### src/rtl/receive.sv
`timescale 1ns/1ps
// receive -- 8N1 UART receiver, the serial-to-parallel partner of transmit.
//
// Recovers frames of 1 start bit, 8 data bits (LSB first) and 1 stop bit from
// rxd. Every bit is sampled at mid-bit. Each byte is offered to the consumer
// on a valid/ready handshake.
//
// Parameters
//   BAUDRATE   line bit rate in bits/s
//   FREQUENCY  clk frequency in Hz
//   CYCLES = $rtoi(FREQUENCY/BAUDRATE) and HALF = CYCLES/2 are derived from
//   these two and cannot be overridden.
//
// Ports
//   clk   in   system clock
//   rst   in   synchronous reset, active low
//   rxd   in   serial line, idle high, asynchronous to clk
//   stb   out  byte valid
//   dat   out  received byte, held while stb=1 and rdy=0
//   rdy   in   consumer ready; a byte transfers on a clock edge where stb=1 and rdy=1
//   err   out  only when RECEIVE_ERROR_EN is defined. Each bit is a one-cycle pulse:
//              err[0] = framing error, err[1] = overrun drop
//
// Optional feature macro: RECEIVE_ERROR_EN
//
// state | meaning
// IDLE  | line idle, waiting for a falling edge on rxs
// START | counting half a bit, then checking that the start bit is still low
// DATA  | sampling 8 data bits at mid-bit, LSB first
// STOP  | sampling the stop bit, then delivering the byte or flagging an error
// BREAK | framing error seen; waiting for the line to return high
module receive #(
    parameter real BAUDRATE  = 96e2,
    parameter real FREQUENCY = 12e6
) (
    input  logic       clk,
    input  logic       rst,
    input  logic       rxd,
    output logic       stb,
    output logic [7:0] dat,
`ifdef RECEIVE_ERROR_EN
    output logic [1:0] err,
`endif
    input  logic       rdy
);

    localparam int CYCLES = $rtoi(FREQUENCY / BAUDRATE);
    localparam int HALF   = CYCLES / 2;
    localparam int CW     = $clog2(CYCLES);

    typedef enum logic [2:0] {IDLE, START, DATA, STOP, BREAK} state_t;

    state_t          state;
    logic [CW-1:0]   cnt;
    logic [2:0]      idx;
    logic [7:0]      shift;
    logic            sync1;
    logic            rxs;
    logic            rxs_d;
    logic            falling;

    // The edge-detect flop resets high, so a line that is held low through
    // reset release does not count as a start bit.
    assign falling = rxs_d & ~rxs;

    always_ff @(posedge clk) begin
        if (!rst) begin
            state <= IDLE;
            cnt   <= '0;
            idx   <= '0;
            shift <= '0;
            sync1 <= 1'b1;
            rxs   <= 1'b1;
            rxs_d <= 1'b1;
            stb   <= 1'b0;
            dat   <= '0;
`ifdef RECEIVE_ERROR_EN
            err   <= '0;
`endif
        end else begin
            sync1 <= rxd;
            rxs   <= sync1;
            rxs_d <= rxs;
`ifdef RECEIVE_ERROR_EN
            err   <= '0;
`endif
            // Handshake completes. A delivery in STOP on the same edge
            // overrides this clear.
            if (stb && rdy)
                stb <= 1'b0;

            case (state)
                IDLE: begin
                    if (falling) begin
                        cnt   <= CW'(HALF - 1);
                        state <= START;
                    end
                end
                START: begin
                    if (cnt != '0)
                        cnt <= cnt - 1'b1;
                    else if (!rxs) begin
                        cnt   <= CW'(CYCLES - 1);
                        idx   <= '0;
                        state <= DATA;
                    end else
                        state <= IDLE;
                end
                DATA: begin
                    if (cnt != '0)
                        cnt <= cnt - 1'b1;
                    else begin
                        shift[idx] <= rxs;
                        cnt        <= CW'(CYCLES - 1);
                        if (idx == 3'd7)
                            state <= STOP;
                        else
                            idx <= idx + 3'd1;
                    end
                end
                STOP: begin
                    if (cnt != '0)
                        cnt <= cnt - 1'b1;
                    else if (rxs) begin
                        // Return to IDLE at mid-stop, so a following start
                        // bit right after a single stop bit is caught.
                        state <= IDLE;
                        if (!stb || rdy) begin
                            dat <= shift;
                            stb <= 1'b1;
                        end
`ifdef RECEIVE_ERROR_EN
                        else
                            err[1] <= 1'b1;
`endif
                    end else begin
                        state <= BREAK;
`ifdef RECEIVE_ERROR_EN
                        err[0] <= 1'b1;
`endif
                    end
                end
                BREAK: begin
                    if (rxs)
                        state <= IDLE;
                end
                default: state <= IDLE;
            endcase
        end
    end

endmodule

### config.mk
export PLATFORM = sky130hd
export DESIGN_NAME = receive
export DESIGN_NICKNAME = d
export VERILOG_FILES = /design/src/rtl/receive.sv
export SDC_FILE = /design/constraint.sdc
export NUM_CORES = 1
export LEC_CHECK = 0
export ABC_AREA = 1
export BUFFER_PORTS_ARGS = -buffer_cell sky130_fd_sc_hd__buf_2
export CORE_ASPECT_RATIO = 1.1
export CORE_MARGIN = 2
export CORE_UTILIZATION = 50
export DETAILED_ROUTE_END_ITERATION = 7
export GPL_TIMING_DRIVEN = 0
export PLACE_DENSITY = 0.68
export SLEW_MARGIN = 15
export SYNTH_ARGS = -nofsm -noshare
export SYNTH_HDL_FRONTEND = slang
export SYNTH_SLANG_ARGS = --single-unit
### constraint.sdc
create_clock -name clk -period 4.7 [get_ports clk]
set_input_delay 0.235 -clock clk [delete_from_list [all_inputs] [get_ports clk]]
set_output_delay 0.235 -clock clk [all_outputs]
set_load 0.005 [all_outputs]
==> Word-level counts from Yosys, hierarchy flattened <==
Cells that the tools add are included.
{ "word_totals": {"reg_bits": 37, "in_bits": 4, "word_cells": 72} }
{ "classes": {"n_addsub": 2, "order_cmp": 2, "eq_ne": 15, "muxes": 28, "bitwise": 3, "reduce_logical": 13} }
{ "ops": {"columns": ["operator", "n"], "rows": [
  ["11-bit 2-to-1 mux", 5],
  ["11-bit case mux with 4 select lines", 1],
  ["3-bit 2-to-1 mux", 11],
  ["2-bit inequality test (second input constant)", 9],
  ["3-bit case mux with 5 select lines", 1],
  ["11-bit nonzero test", 1],
  ["11-bit by 1-bit subtractor with 11-bit output (second input constant)", 1],
  ["8-bit bitwise mux", 1],
  ["4-bit AND reduction", 2],
  ["3-bit by 2-bit == test with 1-bit output (second input constant)", 2],
  ["3-bit == test (second input constant)", 2],
  ["1-bit 2-to-1 mux", 6],
  ["3-bit case mux with 2 select lines", 1],
  ["6-bit AND reduction", 1],
  ["5-bit AND reduction", 1],
  ["3-bit by 4-bit less-than comparator with 1-bit output (second input constant)", 1],
  ["4-bit nonzero test", 1],
  ["3-bit by 1-bit adder with 3-bit output (second input constant)", 1],
  ["1-bit demux with 3-bit select", 1],
  ["3-bit by 1-bit == test with 1-bit output (second input constant)", 1],
  ["3-bit by 1-bit greater-or-equal comparator with 1-bit output (second input constant)", 1],
  ["3-bit zero test", 1],
  ["3-bit inequality test (second input constant)", 1],
  ["1-bit logical AND", 2],
  ["7 further kinds", 8]
]} }

==> Longest topological paths before layout <==
Gate-level depths: netlist (run 1).
{ "logic_depth": {"word_depth": 6, "mapped_depth": 12, "depth_no_buf": 12} }

==> Worst setup path after synthesis (run 1) <==
Ideal clock, no wire load.
{ "synth_timing": {"path_type": "register -> register", "from": "register cnt[0]", "to": "register dat[3]", "arrival_time_ns": 1.375, "required_time_ns": 4.584, "path_slack_ns": 3.209, "path_stages_with_launch": 11, "path_buffers": 1, "synth_period_minus_slack_ns": 1.491, "path_cell_list": "dfxtp_1 > inv_1 > ha_1 > inv_1 > nor2_1 > nand3_2 > nor2_8 > nand3_4 > buf_6 > o21ai_1 > a21oi_1"} }
{ "synth_between": {"elab_chain_len": 3} }
{ "synth_lines": {"columns": ["element", "line_no", "source"], "rows": [
  ["from (decl)", "54", "logic [CW-1:0] cnt;"],
  ["from (signal assigned)", "95", "cnt <= CW'(HALF - 1);"],
  ["from (signal assigned)", "101", "cnt <= cnt - 1'b1;"],
  ["from (signal assigned)", "103", "cnt <= CW'(CYCLES - 1);"],
  ["11-bit nonzero test", "122", "if (cnt != '0)"],
  ["1-bit NOT (no source line)", null, null],
  ["4-bit AND reduction (no source line)", null, null],
  ["to (signal assigned)", "129", "dat <= shift;"],
  ["to (decl)", "40", "output logic [7:0] dat,"]
]} }
No other way between the ends.
A chain may end at the register's enable or synchronous reset.

==> Worst setup path after layout (run 1) <==
{ "layout_timing": {"from": "register cnt[0]", "to": "register cnt[9]"} }
{ "layout_between": {"elab_chain_len": 3, "word_cells_on_any_way": 9} }
{ "layout_lines": {"columns": ["element", "line_no"], "rows": [
  ["11-bit by 1-bit subtractor with 11-bit output / 11-bit nonzero test (equally long branches)", null],
  ["11-bit 2-to-1 mux (tied with other cells)", "122"],
  ["11-bit case mux with 4 select lines / 4-bit AND reduction (equally long branches)", null]
]} }
Several ways; a longest one is shown, not always the timed one. The select of a mux whose other input is x is not followed.

==> results by group, run 1 <==
Critical path
  • Worst EP required: a little under 5 ns
  • CP max FO: 9
  • Crit path kind: reg2reg
  • Worst setup SP type: register
  • CP Capture Type: register
  • Arrival time worst endpoint: roughly 1.9 ns

Logic synthesis
  • Syn_nets: 304
  • Simple-Gate Fraction of Synth Area: a little under two fifths
  • Compound-Gate Fraction of Synth Area: 11.5%
  • Main area contributors after synthesis: dfxtp_1, nand2_1, nor2_1
  • Gate count of the mapped netlist: 296
  • Cell variety after synth: 30
  • Largest family of logic cells by synthesized area: simple AND/OR/NAND/NOR gates
  • Post-Synth Adder-Cell Area: ~2.5%
  • Post-synthesis mux area share: 0%
  • Register area share after synthesis: 36.5%
  • Mean Syn Cell Area: approximately 7 um^2
  • Ys Warns: 0
  • Syn Std Cell Area: 2030 um^2
  • Yosys top cell by area: dfxtp_1
  • Share of the synthesized area in the top cell type: 36.5%
  • Xor/xnor share of the synthesized area: less than 1%
  • #FFs+latches synth: 37

Routing
  • Routed Antenna Nets: 0
  • Drt drc: 0
  • Pre-antenna DRT Iters: 4
  • Vias: 1806
  • Drt total wl: between 4000 and 5000 um
  • DR WL/cell: around 11 um
  • Iteration-0 DRC count of the detailed router: 81
  • Vias per std cell: 4.91

Clock network
  • Worst-path clk slew: approximately 0.070 ns
  • Postcts setup bufs: 0
  • CTS hold repair buffers: 0
  • Clock H-tree levels: 2
  • Longest Clk Path Bufs: 2
  • CTS tree: done
  • Worst-Skew Late Latency: around 0.29 ns
  • Root buffer cell: clkbuf_8
  • PostCTS Resize Cnt: 0
  • Number of buffers created by CTS: 5
  • Clock Sinks: 37

Hold path
  • Worst min-delay path class: in2reg

Power and ir drop
  • Sw Share: approximately 46%
  • Clock power share: between 15 and 20%
  • Seq pwr share: a little under a third
  • Static Leak: 0.00101 uW
  • PwrDens: around 590 nW/um^2
  • Peak VDD IR: ~0.00028 V
  • Internal power: approximately 700 uW
  • Share of total power in combinational logic: between 50% and 60%
  • Psw: a little over 600 uW

Layout
  • # nets final: ~320
  • Final core occ: 57.3%
  • Area of the multi-input gates: roughly 1100 um^2
  • Design area: roughly 2300 um^2
  • Fillers: just under 400
  • Inserted Diodes: 0
  • Syn-to-layout area delta: 11.2%
  • Layout cells sized above 1: around 15%
  • Seq. cell area: roughly 740 um^2

Timing
  • Unrepaired setup endpoints after global routing: false
  • Final setup TNS: 0 ns
  • Slew @ Worst Pin: roughly 0.5 ns
  • Fin. max-slew vios: 0
  • Max Fclk: 582 MHz
  • Final setup vio count: 0
  • Rel. slew slack: ~66%
  • Final min period: 1.72 ns
  • Final period utilization: roughly 37%
  • Clock skew: approximately 0.0085 ns
  • Final hold vios: 0

Place
  • GPL Wtd Cong: 0.839
  • DP Area: between 2000 and 2500 um^2
  • Detailed placement HPWL: 3030 um
  • PortBufs: 12

Die
  • Core area: slightly below 4000 um^2
  • Die Span Y: approximately 70 um
  • Die Wd: 64.7 um
  • Total die area: roughly 4600 um^2
  • Initial core utilization: 51.5%
  • IO Pins: 13
  • Cell Rows: 24

GRT
  • Initial antenna violation count: 0
  • Gr usage total: slightly above 20%
  • First-pass GRT wire length: just over 7000 um
  • GRT overflow: 0
  • Pin count of the biggest net entering global routing: 12
  • Number of global-route vias before repair: between 1500 and 2000

Run status
  • Outcome: completed

Run
  • Max-cap violations: 0
-- cells by family after synthesis --
kind of cell,after synthesis
DFF,37
adders and majority gates,4
AOI/OAI and AO/OA,44
xor gates and xnor gates,2
buffers and inverters,48
and+or+nand+nor,161
-- area by class of cell --
cell class / instances / share of cell area, %
Multi-Input combinational cell: 211 / 47.9
Tap cell: 52 / 2.89
Clock buffer: 7 / 4.28
Clock inverter: 1 / 0.222
Sequential cell: 37 / 32.9
Buffer: 6 / 2.00
Timing Repair Buffer: 12 / 2.67
Inverter: 42 / 7.22
-- power groups by stage --
stage	registers [uW]	clock network (uW)	logic (uW)
after CTS	409	253	678
after global routing	418	267	767
final	409	244	679
after detailed placement	415	0	673
after global placement	414	0	668
after floorplan	405	0	563
-- routing by layer --
metal | track usage (%) | vias up | part of all wire [%]
met1 | 27.2 | 783 | 49
met5 | 0 | - | 0
met4 | 8.98 | 0 | 2.3
li1 | - | 977 | -
met2 | 30.6 | 37 | 44
met3 | 4.93 | 9 | 4.4
-- cells in the final DEF (no fill, tap or decap), types with 4 or more instances in the layout --
cell type,count
nor2_2,4
nand2_1,66
a21oi_1,20
o21ai_0,16
nor2_4,5
inv_1,39
clkbuf_8,7
nand3_1,23
ha_1,4
nor2_1,44
dfxtp_1,37
buf_2,12
-- flip-flops by register name, indices dropped and copies added (netlist names) --
register / count
shift: 8
stb: 1
rxs: 1
rxs_d: 1
cnt: 11
state: 3
idx: 3
sync1: 1
dat: 8
-- synth_stat cells --
master and instances:
nor2_8 1, xor2_1 1, a21oi_2 1, nand2_1 66
ha_1 4, inv_2 2, nor2_4 5, a21oi_1 20
nor2_2 4, nor3_4 1, nand2_2 3, and2_1 1
nand4_1 3, nand3_4 2, inv_1 39, clkinv_4 1
xnor2_1 1, nand3_2 2, or2_2 3, dfxtp_1 37
o21ai_1 3, nor2_1 44, o22ai_1 1, nor3_1 3
o21ai_0 16, buf_1 1, nand3_1 23, buf_6 3
clkbuf_1 2, o21bai_1 3
-- final timing paths --
kind,endpoint,from,cells past startpoint,slack (ns)
worst min-delay path,sync1$_SDFF_PN1_,rxd,2,0.12
worst max-delay path,cnt[9]$_SDFFE_PN0P_,cnt[0]$_SDFFE_PN0P_,10,2.98
worst max register to register,cnt[9]$_SDFFE_PN0P_,cnt[0]$_SDFFE_PN0P_,10,2.98
worst min register to register,rxs$_SDFF_PN1_,sync1$_SDFF_PN1_,1,0.43
-- worst max-delay path: stages (launching register included) --
cell and delay (ns):
dfxtp_1 0.32, inv_1 0.09, ha_1 0.20, inv_1 0.06, nor2_1 0.11, nand3_2 0.13
nor2_8 0.20, nand2_1 0.16, nand3_1 0.12, nand2_1 0.05, and2_1 0.15
-- metrics by stage --
step	std cells	setup slack [ns]	hold WS (ns)	power (uW)
after floorplan	296	3.21	0.342	967
after global placement	360	3.02	0.407	1080
after detailed placement	360	3.00	0.421	1090
after CTS	368	2.98	0.116	1340
after global routing	368	2.84	0.107	1450
final	368	2.98	0.123	1330
(Power assumes the default switching activity.)
==> inputs of run 2 (changes only) <==
--- a/config.mk
+++ b/config.mk
@@ -5,14 +5,14 @@
 export SDC_FILE = /design/constraint.sdc
 export NUM_CORES = 1
 export LEC_CHECK = 0
-export ABC_AREA = 1
+export ABC_AREA = 0
 export BUFFER_PORTS_ARGS = -buffer_cell sky130_fd_sc_hd__buf_2
 export CORE_ASPECT_RATIO = 1.1
 export CORE_MARGIN = 2
 export CORE_UTILIZATION = 50
 export DETAILED_ROUTE_END_ITERATION = 7
 export GPL_TIMING_DRIVEN = 0
-export PLACE_DENSITY = 0.68
+export PLACE_DENSITY = 0.71
 export SLEW_MARGIN = 15
 export SYNTH_ARGS = -nofsm -noshare
 export SYNTH_HDL_FRONTEND = slang
==> constraint.sdc (replaced) <==
create_clock -name clk -period 1.5 [get_ports clk]
set_input_delay 0.075 -clock clk [delete_from_list [all_inputs] [get_ports clk]]
set_output_delay 0.075 -clock clk [all_outputs]
set_load 0.005 [all_outputs]
==> run 2 against run 1 <==
Against the previous run:
- the run now ends with setup timing left
- maximum frequency down 9.4%
- sequential power rose to 3.2 times the previous value
- clock skew up 0.0019 ns
- die area down 6.2%
- synthesized cell count down 25%
- non-clock buffer count up 28
==> results by group, run 2 <==
Timing
  • Final period utilization: 126% (+90 points)
  • Max Fclk: 527 MHz (-9.4%)
  • Rel. slew slack: 59.5% (-6.3 points)
  • Final Hold Slack: 0.0154 ns (-0.108 ns)
  • Fin worst setup slack: -0.396 ns (-3.38 ns)
  • Final hold vios: 0 (unchanged)
  • Final min period: 1.90 ns (+0.178 ns)
  • Fin. max-slew vios: 0 (unchanged)
  • Slew @ Worst Pin: 0.607 ns (+0.0940 ns)
  • Unrepaired setup endpoints after global routing: true
  • Clock skew: 0.0104 ns (+0.00190 ns)
  • Final setup vio count: 34 (+34)

Layout
  • Max reg flops: 11 (unchanged)
  • Fillers: 282 (-28%)
  • Layout cells sized above 1: 37.2% (+22 points)
  • Inserted Diodes: 0 (unchanged)
  • Biggest regs: cnt x11, dat x8, shift x8
  • Most frequent cells in the layout: dfxtp_1, nand2_1, nor2_1, buf_2, buf_4
  • Area of the multi-input gates: 1290 um^2 (+20%)
  • Syn-to-layout area delta: 36.3%
  • Final core occ: 71.2% (+14 points)
  • Largest Register: cnt
  • Seq. cell area: 748 um^2 (+1.0%)
  • Commonest non-fill, non-tap cell in the layout: dfxtp_1
  • # nets final: 274 (-15%)

Clock network
  • Longest Clk Path Bufs: 2 (unchanged)
  • CTS tree: done
  • Clock H-tree levels: 2 (unchanged)
  • Root buffer cell: clkbuf_8
  • Number of buffers created by CTS: 5 (unchanged)
  • Worst-path clk slew: 0.08 ns (about the same)
  • Worst-Skew Late Latency: 0.29 ns (about the same)
  • Clock Sinks: 37 (unchanged)

Critical path
  • Critical path cell sequence: inv_2 > ha_4 > nor4b_4 > nand3_2 > buf_6 > a211oi_4 > nand4b_1 > o21ai_1
  • Worst setup SP type: register
  • CP max-delay cell: dfxtp_2
  • WP buf/inv: 2 (unchanged)
  • Critical Path Max Stage Delay: 0.34 ns (+0.02 ns)
  • Worst EP required: 1.73 ns (-3.15 ns)
  • Crit path max-delay family: simple AND/OR/NAND/NOR gates
  • CP max FO: 6 (-3)
  • Arrival time worst endpoint: 2.12 ns (+0.22 ns)
  • Crit path kind: reg2reg
  • CP Capture Type: register

Routing
  • Vias: 1866 (+3.3%)
  • Drt drc: 0 (unchanged)
  • Routed Antenna Nets: 0 (unchanged)
  • Pre-antenna DRT Iters: 5 (+1)
  • Iteration-0 DRC count of the detailed router: 131 (+62%)
  • Drt total wl: 5270 um (+29%)
  • Vias per std cell: 5.91 (+20%)
  • DR WL/cell: 16.7 um (+50%)

Logic synthesis
  • Mean Syn Cell Area: 8.49 um^2 (+24%)
  • Main area contributors after synthesis: dfxtp_1, mux2i_1, nand2_1
  • Most frequent cell after synthesis: dfxtp_1
  • #FFs+latches synth: 37 (unchanged)
  • Syn Std Cell Area: 1890 um^2 (-6.5%)
  • Post-synth EDFFs: 0 (unchanged)
  • Synth top cells by count: dfxtp_1, nand2_1, nor2_1, o21ai_0, a21oi_1
  • Cell variety after synth: 46 (+53%)
  • Gate count of the mapped netlist: 223 (-25%)
  • Ys Warns: 0 (unchanged)
  • Syn_nets: 231 (-24%)
  • Top FF cell, synth: dfxtp_1
  • Fraction of registers with async set/reset: 0% (unchanged)
  • Share of the synthesized area in the top cell type: 39.1% (+2.6 points)
  • Register area share after synthesis: 39.1% (+2.6 points)
  • Yosys top cell by area: dfxtp_1

Die
  • Total die area: 4300 um^2 (-6.2%)
  • Cell Rows: 23 (-4.2%)
  • IO Pins: 13 (unchanged)
  • Core area: 3630 um^2 (-7.8%)
  • Die Span Y: 68.6 um (-3.1%)
  • Initial core utilization: 52.2% (+0.72 points)
  • Die Wd: 62.7 um (-3.1%)

Run
  • Max-cap violations: 0 (unchanged)

Place
  • PortBufs: 12 (unchanged)
  • GPL Wtd Cong: 0.846 (+0.88%)
  • Worst slack at placement: -0.379 ns (-3.38 ns)
  • Detailed placement HPWL: 2980 um (-1.4%)

Power and ir drop
  • PwrDens: 2140 nW/um^2 (+260%)
  • Static Leak: 0.00104 uW (+2.4%)
  • Peak VDD IR: 0.00150 V (+430%)

Run status
  • Outcome: finished, violations left
  • Failing checks: setup timing

GRT
  • First-pass GRT wire length: 7650 um (+6.1%)
  • Number of global-route vias before repair: 1655 (+0.98%)
  • Initial antenna violation count: 0 (unchanged)
  • Pin count of the biggest net entering global routing: 12 (unchanged)
  • Gr usage total: 22.9% (+2.8 points)
  • GRT overflow: 0 (unchanged)

Hold path
  • Worst min-delay path class: in2reg
-- run 2: cells by family (layout without fill, tap and decap cells) --
logic type	Yosys count	after routing	synth area share (%)
and+or+nand+nor	93	93	27.0
muxes	11	11	5.81
DFF	37	37	39.1
adders and majority gates	4	4	2.64
AOI/OAI and AO/OA	61	61	21.4
buffers and inverters	17	60	4.03
-- run 2: final timing paths --
kind                  startpoint                   to  slack, ns  depth (start not counted)
min                          rst       rxs$_SDFF_PN1_       0.02                          2
min reg2reg     sync1$_SDFF_PN1_       rxs$_SDFF_PN1_       0.42                          1
max          cnt[0]$_SDFFE_PN0P_  idx[0]$_SDFFE_PN0P_      -0.40                          8
max reg2reg  cnt[0]$_SDFFE_PN0P_  idx[0]$_SDFFE_PN0P_      -0.40                          8
-- run 2: area by class of cell --
cell class,instances,area share [%]
multi-input combinational,169,50.0
sequential,37,29.0
timing repair buffer,37,11.6
clock buffer,5,2.67
tap,50,2.42
buffer,9,1.94
clock inverter,2,1.36
inverter,7,1.02
-- run 2: through the flow --
step	cell area, um^2	TNS (ns)	power (uW)	std cells
after floorplan	1920	-1.54	2720	223
after global placement	2040	-8.62	3090	285
after detailed placement	2040	-9.21	3100	285
after CTS	2380	-6.26	4680	311
after global routing	2580	-13.25	5780	316
final	2580	-10.19	5540	316
-- run 2: timing repair --
action / CTS / global route
endpoints found under the setup margin: 34 / 34
hold endpoints to repair: 1 / 0
hold buffers: 1 / 0
setup buffers: 19 / 6
pin swaps: 9 / 26
resized for setup: 28 / 40
-- run 2: layer usage --
layer,global-route usage [%],share of wire (%),vias to the layer above
met5,0,0,-
met4,10.8,3.3,0
met3,4.87,5.9,22
met2,41.7,51,73
met1,26.4,40,883
li1,-,-,888
-- run 2: report_power, final --
group	leakage, uW	internal, uW	switching, uW	total (uW)
Clock	0.0000540	483	357	840
Combinational	0.000682	1660	1720	3370
Sequential	0.000302	1120	197	1320
Total	0.00104	3270	2270	5540
